===== src/rtl/bram_stream_reader.sv =====
// rtl/bram_stream_reader.sv - read-side prefetch controller for the dual-port byte buffer
//
// Drains the byte buffer through its registered read port and presents the
// bytes as a valid/ready stream. A two-entry skid FIFO absorbs the one-cycle
// read latency, so the stream sustains one byte per cycle and never stalls a
// fetch that is already in flight.
//
// Ports:
//   clk, reset        clock; synchronous active-high reset
//   wr_ptr            writer pointer including wrap bit
//   rd_addr           buffer read address (dpra), taken from the fetch pointer
//   rd_data           buffer read data (dpo), valid the cycle after rd_addr
//   dout, dout_valid  output byte stream, driven from the skid FIFO head
//   dout_ready        consumer ready
//   rd_ptr            consumed pointer including wrap bit, returned to the writer
//   fill, empty       wr_ptr - rd_ptr and its zero flag
//   flush             discard all unread data in one cycle
//   overflow          sticky: writer got more than one buffer depth ahead
module bram_stream_reader #(
  parameter int ADDR_WIDTH = 11,
  parameter int DATA_WIDTH = 8
) (
  input  logic                  clk,
  input  logic                  reset,
  input  logic [ADDR_WIDTH:0]   wr_ptr,
  output logic [ADDR_WIDTH-1:0] rd_addr,
  input  logic [DATA_WIDTH-1:0] rd_data,
  output logic [DATA_WIDTH-1:0] dout,
  output logic                  dout_valid,
  input  logic                  dout_ready,
  output logic [ADDR_WIDTH:0]   rd_ptr,
  output logic [ADDR_WIDTH:0]   fill,
  output logic                  empty,
  input  logic                  flush,
  output logic                  overflow
);

  // Fetch pointer: runs ahead of rd_ptr by (skid entries + in-flight read).
  logic [ADDR_WIDTH:0]   fp;
  logic                  inflight;

  // Two-entry skid FIFO: head index plus occupancy count.
  logic [DATA_WIDTH-1:0] skid [2];
  logic                  head;
  logic [1:0]            count;

  logic                  pop;
  logic                  avail;
  logic                  issue;
  logic [1:0]            occupancy;
  logic                  wr_slot;
  logic                  fill_over;

  always_comb begin
    pop        = 1'b0;
    avail      = 1'b0;
    occupancy  = 2'd0;
    issue      = 1'b0;
    wr_slot    = 1'b0;
    fill_over  = 1'b0;
    dout_valid = (count != 2'd0);
    dout       = '0;
    rd_addr    = fp[ADDR_WIDTH-1:0];
    fill       = wr_ptr - rd_ptr;
    empty      = (fill == '0);

    if (dout_valid) begin
      dout = skid[head];
    end

    pop   = dout_valid && dout_ready;
    avail = (wr_ptr != fp);
    // Slots committed after this edge; count + inflight never exceeds 2 and
    // pop implies count >= 1, so two bits cannot wrap.
    occupancy = count + {1'b0, inflight} - {1'b0, pop};
    issue     = avail && (occupancy < 2'd2);
    // Next free slot is head + count (mod 2). A push only happens with
    // count <= 1, so this never lands on a live entry.
    wr_slot   = head ^ count[0];
    // fill > 2**ADDR_WIDTH: top bit set with any lower bit set.
    fill_over = fill[ADDR_WIDTH] && (fill[ADDR_WIDTH-1:0] != '0);
  end

  always_ff @(posedge clk) begin
    if (reset) begin
      fp       <= '0;
      rd_ptr   <= '0;
      inflight <= 1'b0;
      head     <= 1'b0;
      count    <= 2'd0;
      overflow <= 1'b0;
      skid[0]  <= '0;
      skid[1]  <= '0;
    end else if (flush) begin
      // Resynchronise both pointers to the writer; whatever is in flight or
      // buffered is dropped, including a byte handed off this same cycle.
      fp       <= wr_ptr;
      rd_ptr   <= wr_ptr;
      inflight <= 1'b0;
      count    <= 2'd0;
      overflow <= 1'b0;
    end else begin
      if (issue) begin
        fp <= fp + 1'b1;
      end
      inflight <= issue;
      if (pop) begin
        rd_ptr <= rd_ptr + 1'b1;
        head   <= ~head;
      end
      if (inflight) begin
        skid[wr_slot] <= rd_data;
      end
      count <= count + {1'b0, inflight} - {1'b0, pop};
      if (fill_over) begin
        overflow <= 1'b1;
      end
    end
  end

endmodule

===== config.mk =====
export PLATFORM = sky130hd
export DESIGN_NAME = bram_stream_reader
export DESIGN_NICKNAME = d
export VERILOG_FILES = /design/src/rtl/bram_stream_reader.sv
export SDC_FILE = /design/constraint.sdc
export NUM_CORES = 1
export LEC_CHECK = 0
export ABC_AREA = 1
export CAP_MARGIN = 10
export CORE_MARGIN = 8
export CORE_UTILIZATION = 53
export CTS_BUF_LIST = sky130_fd_sc_hd__clkbuf_4 sky130_fd_sc_hd__clkbuf_8
export CTS_CLUSTER_DIAMETER = 60
export DETAILED_ROUTE_END_ITERATION = 10
export PLACE_DENSITY = 0.88
export RECOVER_POWER = 100
export SYNTH_ARGS = -nofsm -noshare
export SYNTH_HDL_FRONTEND = slang
export SYNTH_SLANG_ARGS = --single-unit

===== constraint.sdc =====
create_clock -name clk -period 3.05 [get_ports clk]
set_input_delay 0.4575 -clock clk [delete_from_list [all_inputs] [get_ports clk]]
set_output_delay 0.4575 -clock clk [all_outputs]
set_load 0.1 [all_outputs]

* Word level (Yosys, flattened, before mapping)
Memory sizes are Yosys's and may differ from the RTL's. A register that Yosys moved wholly into a read port is not among the register bits.
Cells that the tools add are included.
W data, S select, Z words.
** Storage, ports and cells
- Register bits :: 29
- Memory bits (writable) :: 16
- Bits of input ports :: 24
- Word-level logic and storage cells :: 44
- Memories kept :: 1
** Operators by class
- Add/subtract/negate cells :: 5
- Order comparisons :: 1
- Equal/unequal tests :: 1
- Muxes and demuxes :: 16
- Bitwise logic cells :: 3
- Reductions and logical operators :: 11
** Memory list
- skid :: words 2, width 8, read ports 1, clocked after memory_dff 1, wr ports 2, line 43 : logic [DATA_WIDTH-1:0] skid [2];
** Operators with widths (count)
- $mux W12 :: 4
- $add A12 B1 Y12 const B :: 2
- $mux W8 :: 2
- $logic_not A12 Y1 :: 1
- $ne A12 B12 Y1 :: 1
- $sub A12 B12 Y12 :: 1
- $reduce_bool A11 Y1 :: 1
- $mux W1 :: 10
- $reduce_or A8 Y1 :: 1
- $reduce_bool A2 Y1 :: 3
- $logic_and A1 B1 Y1 :: 3
- $add A2 B1 Y2 :: 1
- $lt A2 B2 Y1 const B :: 1
- $not A1 Y1 :: 2
- $reduce_and A2 Y1 :: 1
- $reduce_or A2 Y1 :: 1
- $sub A2 B1 Y2 :: 1
- $xor A1 B1 Y1 :: 1

* Longest topological paths before layout
Gate-level depths: netlist (run 1).
- Word-level depth :: 7
- Mapped depth :: 15

* Worst setup path after synthesis (run 1)
Ideal clock, no wire load.
- Path kind :: flip-flop to output port
- Start :: register rd_ptr[0]
- End :: output empty
- Arrival :: 5101 ps
- Required time :: 2592 ps
- Setup slack :: -2508 ps
- Stages on the path, launching flop included :: 12
- Cell sequence :: dfxtp_1 ha_1 inv_1 fa_1 nand3_1 nand3_1 nand2_1 a21o_1 nand2_1 nor2_1 nand4_1 nor3_1
** Between the ends
- Word-level cells in the longest chain between the ends :: 2
** RTL lines
- start: declaration :: line 31 : output logic [ADDR_WIDTH:0] rd_ptr,
- start signal: assignment :: line 98 : rd_ptr <= wr_ptr;
- start signal: assignment :: line 108 : rd_ptr <= rd_ptr + 1'b1;
- $sub A12 B12 Y12 :: line 64 : fill = wr_ptr - rd_ptr;
- net fill[6] :: line 32 : output logic [ADDR_WIDTH:0] fill,
- $logic_not A12 Y1 :: line 65 : empty = (fill == '0);
- end: declaration :: line 33 : output logic empty,
The timed path passes the listed nets, and every way through them passes these cells.

* Final worst setup path (run 1)
- Start :: register rd_ptr[5]
- End :: output empty
** Between the ends
- Word-level cells in the longest chain between the ends :: 2
** RTL lines (line)
- $sub A12 B12 Y12 :: 64
- $logic_not A12 Y1 :: 65
Every way passes these cells.

==> results of run 1 <==
[sequential cells by signal, summed over array words and instances, names as in the netlist, named ones only]
signal / cells
count: 2
fp: 12
rd_ptr: 12
skid: 16
overflow: 1
inflight: 1
head: 1
[metrics by stage]
stage	std cells	power (W)	cell area, sq um	setup slack, ps
after floorplan	477	0.00144	3500	-358
after global placement	630	0.00176	4410	-183
after detailed placement	630	0.00177	4410	-303
after CTS	640	0.00226	4590	7.57
after global routing	647	0.00238	4680	-69.2
final	647	0.00230	4680	29.1
[metal layers]
metal  track usage [%]  wire length (um)  up-vias
met3              5.12               866       48
met1              26.5              4320     1690
met2              39.0              5140      192
met5                 0                 0        -
met4              9.36               397        0
li1                  -                 -     1694
[kinds of logic (layout without fill, tap and decap cells)]
logic type / after synthesis / in the layout
compound gates: 50 / 50
buf+inv: 85 / 178
flops: 46 / 46
simple gates: 246 / 246
fa+ha+maj: 16 / 16
xor+xnor: 34 / 34
[worst max-delay path, delay by kind of cell, from the launching register on]
| kind | cells | cell delay [ps] |
|---|---|---|
| buf+inv | 4 | 430 |
| compound gates | 1 | 240 |
| simple gates | 6 | 930 |
| fa+ha+maj | 1 | 250 |
| flops | 1 | 400 |
[power groups by stage]
stage / clock (W) / sequential (W) / combinational (W)
final: 0.000471 / 0.000715 / 0.00112
after global routing: 0.000495 / 0.000718 / 0.00117
after CTS: 0.000470 / 0.000713 / 0.00107
after detailed placement: 0 / 0.000726 / 0.00105
after global placement: 0 / 0.000725 / 0.00103
after floorplan: 0 / 0.000788 / 0.000651
[area by class of cell]
class / instances / area [sq um] / share of cell area [%]
Multi-Input combinational cell: 346 / 2120 / 45.4
Clock buffer: 6 / 76.3 / 1.63
Inverter: 65 / 253 / 5.40
Tap cell: 77 / 96.3 / 2.06
Sequential cell: 46 / 1120 / 23.9
Clock inverter: 2 / 37.5 / 0.802
Timing Repair Buffer: 105 / 978 / 20.9
[worst min path at each step]
stage / to / slack (ps) / depth (start not counted)
final: overflow$_SDFFE_PP0P_ / 470 / 2
after global routing: overflow$_SDFFE_PP0P_ / 490 / 2
after CTS: overflow$_SDFFE_PP0P_ / 470 / 2
after detailed placement: overflow$_SDFFE_PP0P_ / 460 / 2
after global placement: overflow$_SDFFE_PP0P_ / 450 / 2
after floorplan: flip-flop / 450 / 1
[cell usage in the layout (no fill, tap or decap), drive strengths merged, types with 6 or more instances in the layout]
master | Yosys | layout
buf | 16 | 71
nand3 | 38 | 38
nor2 | 50 | 50
a21oi | 30 | 30
clkdlybuf4s50 | 0 | 13
a31oi | 10 | 10
ha | 15 | 15
nand2 | 140 | 140
dfxtp | 30 | 30
o21ai | 9 | 9
xor2 | 16 | 16
clkbuf | 4 | 18
edfxtp | 16 | 16
xnor2 | 18 | 18
nand4 | 6 | 6
inv | 64 | 63
dlymetal6s2s | 0 | 7
[timing repair]
item                                    CTS  global route
endpoints found under the setup margin    1             2
pin swaps                                 8            14
gates resized for setup                  14            18
buffers inserted                          2             7
hold endpoints to repair                  0             0
==> results by group, run 1 <==
STA
  • Relative slew slack: 18.6%
  • Final-report max-slew violation count: 0
  • Setup-failing EPs final: 0
  • Final period util: 99.0%
  • Fmax achieved: 0.331 GHz
  • Fin. Hold Viols: 0
  • Worst hold margin: 466 ps
  • Min Clock Period, post-route: 3020 ps
  • Setup repair after global routing missed its margin: true
  • Worst slew pin tran: 1230 ps
  • Fin Setup TNS: 0 ps
  • Clk_skew: 8.40 ps

Routing
  • DRC viols: 0
  • Routed vias/inst: 5.60
  • Detailed Route WL: 10700 um
  • Initial drt markers: 287
  • Final antenna-violating net count: 0
  • WL per Instance: 16.6 um
  • DRT Pass-1 Iters: 5
  • Vias: 3624

Pwr
  • Logic pwr share: 48.5%
  • Flop pwr share: 31.0%
  • Pwr Density: 492 nW/um^2
  • Worst VDD drop: 0.339 mV
  • Leakage: 2.14 nW
  • NetSw: 0.00101 W
  • Switch share: 43.9%
  • Cell Int Power: 0.00129 W
  • Clock network power share: 20.5%

Placement
  • Dpl hpwl: 7630 um
  • # port buffers: 69
  • Final Wtd Congestion: 0.963

Final layout
  • ANT cells: 0
  • Final core utilization: 75.5%
  • Fin nets: 609
  • Layout fillers: 442
  • Share of post-route cells with drive strength above 1: 26.1%
  • Area Growth Syn to Fin: 40.5%

Yosys
  • Syn Inst Count: 477
  • Leading area contributor after synthesis: dfxtp_1
  • Simple-Gate Fraction of Synth Area: 32.3%
  • Top cells by count, synth: nand2_1, inv_1, nor2_1
  • Largest family of logic cells by synthesized area: simple AND/OR/NAND/NOR gates
  • Post-synthesis mux area share: 0%
  • Syn_area_per_cell: 6.99 sq um
  • Async SR Flop Fraction: 0%
  • Synth unique cells: 38
  • Synth Cell Area: 3330 sq um
  • Post-synthesis sequential area ratio: 32.4%
  • Post-synth net total: 517
  • Synth Area in XOR/XNOR: 9.61%
  • Compound-Gate Fraction of Synth Area: 8.18%
  • Dominant cells by area after synthesis: dfxtp_1, nand2_1, edfxtp_1, inv_1, ha_1
  • Adder-Cell Fraction of Synth Area: 6.23%
  • Most numerous cell in the Yosys netlist: nand2_1
  • YS warnings: 0
  • EDFF count, synth: 16
  • Post-synth top flop: dfxtp_1
  • Yosys reg bits: 46
  • Top cell type's share of synthesized area: 18.0%

CTS
  • CTS max path bufs: 2
  • H-tree depth: 2
  • Root Driver: clkbuf_8
  • TritonCTS Sinks: 46
  • Worst-path clk slew: 90 ps
  • Skew-Pair Late Insertion Delay: 300 ps
  • CTS tree: built
  • CTS buffer count: 5
  • Hold buffers post-CTS: 0

Critical path
  • Max FO, Critical Path: 5
  • Startpoint types: flip-flop
  • Critical Setup Path Class: flip-flop to primary output
  • Crit path from: rd_ptr[5]$_SDFFE_PP0P_
  • CP max-delay cell: dfxtp_4
  • Worst EP arrival: 2560 ps
  • CP endpoint: empty
  • Worst R2R Setup Slack: 410 ps
  • Reg-to-reg startpoint: count[1]$_SDFF_PP0_
  • Worst path cell trace: inv_4 > ha_4 > nand2_1 > inv_1 > a21oi_1 > nand3b_1 > nand2_2 > clkinvlp_4 > nor2_2 > nand4_1 > nor3_4 > buf_12
  • CP Capture Type: primary output
  • Slowest cell delay on critical path: 400 ps
  • Req. time, crit path: 2590 ps
  • R2R Path End: fp[2]$_SDFFE_PP0P_
  • R2R cell count: 13

Min path
  • Hold Startpoint: overflow$_SDFFE_PP0P_
  • Hold Path Class: flip-flop to flip-flop

Die
  • Initial core utilization: 53.7%
  • Die Y: 95.3 um
  • CORE AREA: 6200 sq um
  • Die Area: 9080 sq um
  • Die X: 95.3 um
  • Row count: 29
  • Ports: 70

GRT
  • First-pass GRT wire length: 16300 um
  • Vias in the first global route: 3572
  • Antenna violations before repair: 0
  • Tot GR Track Use: 22.6%
  • Pin count of the biggest net entering global routing: 26
  • Grt ovf: 0

Job
  • Max Cap Viol: 0

Run status
  • Outcome: finished clean
No activity file was read; power rests on OpenSTA's default activity.
==> run 2, diff against run 1 <==
- CAP_MARGIN: 10 -> unset
==> results of run 2 <==
Final layout, timing and power as in run 1 (identical DEF).
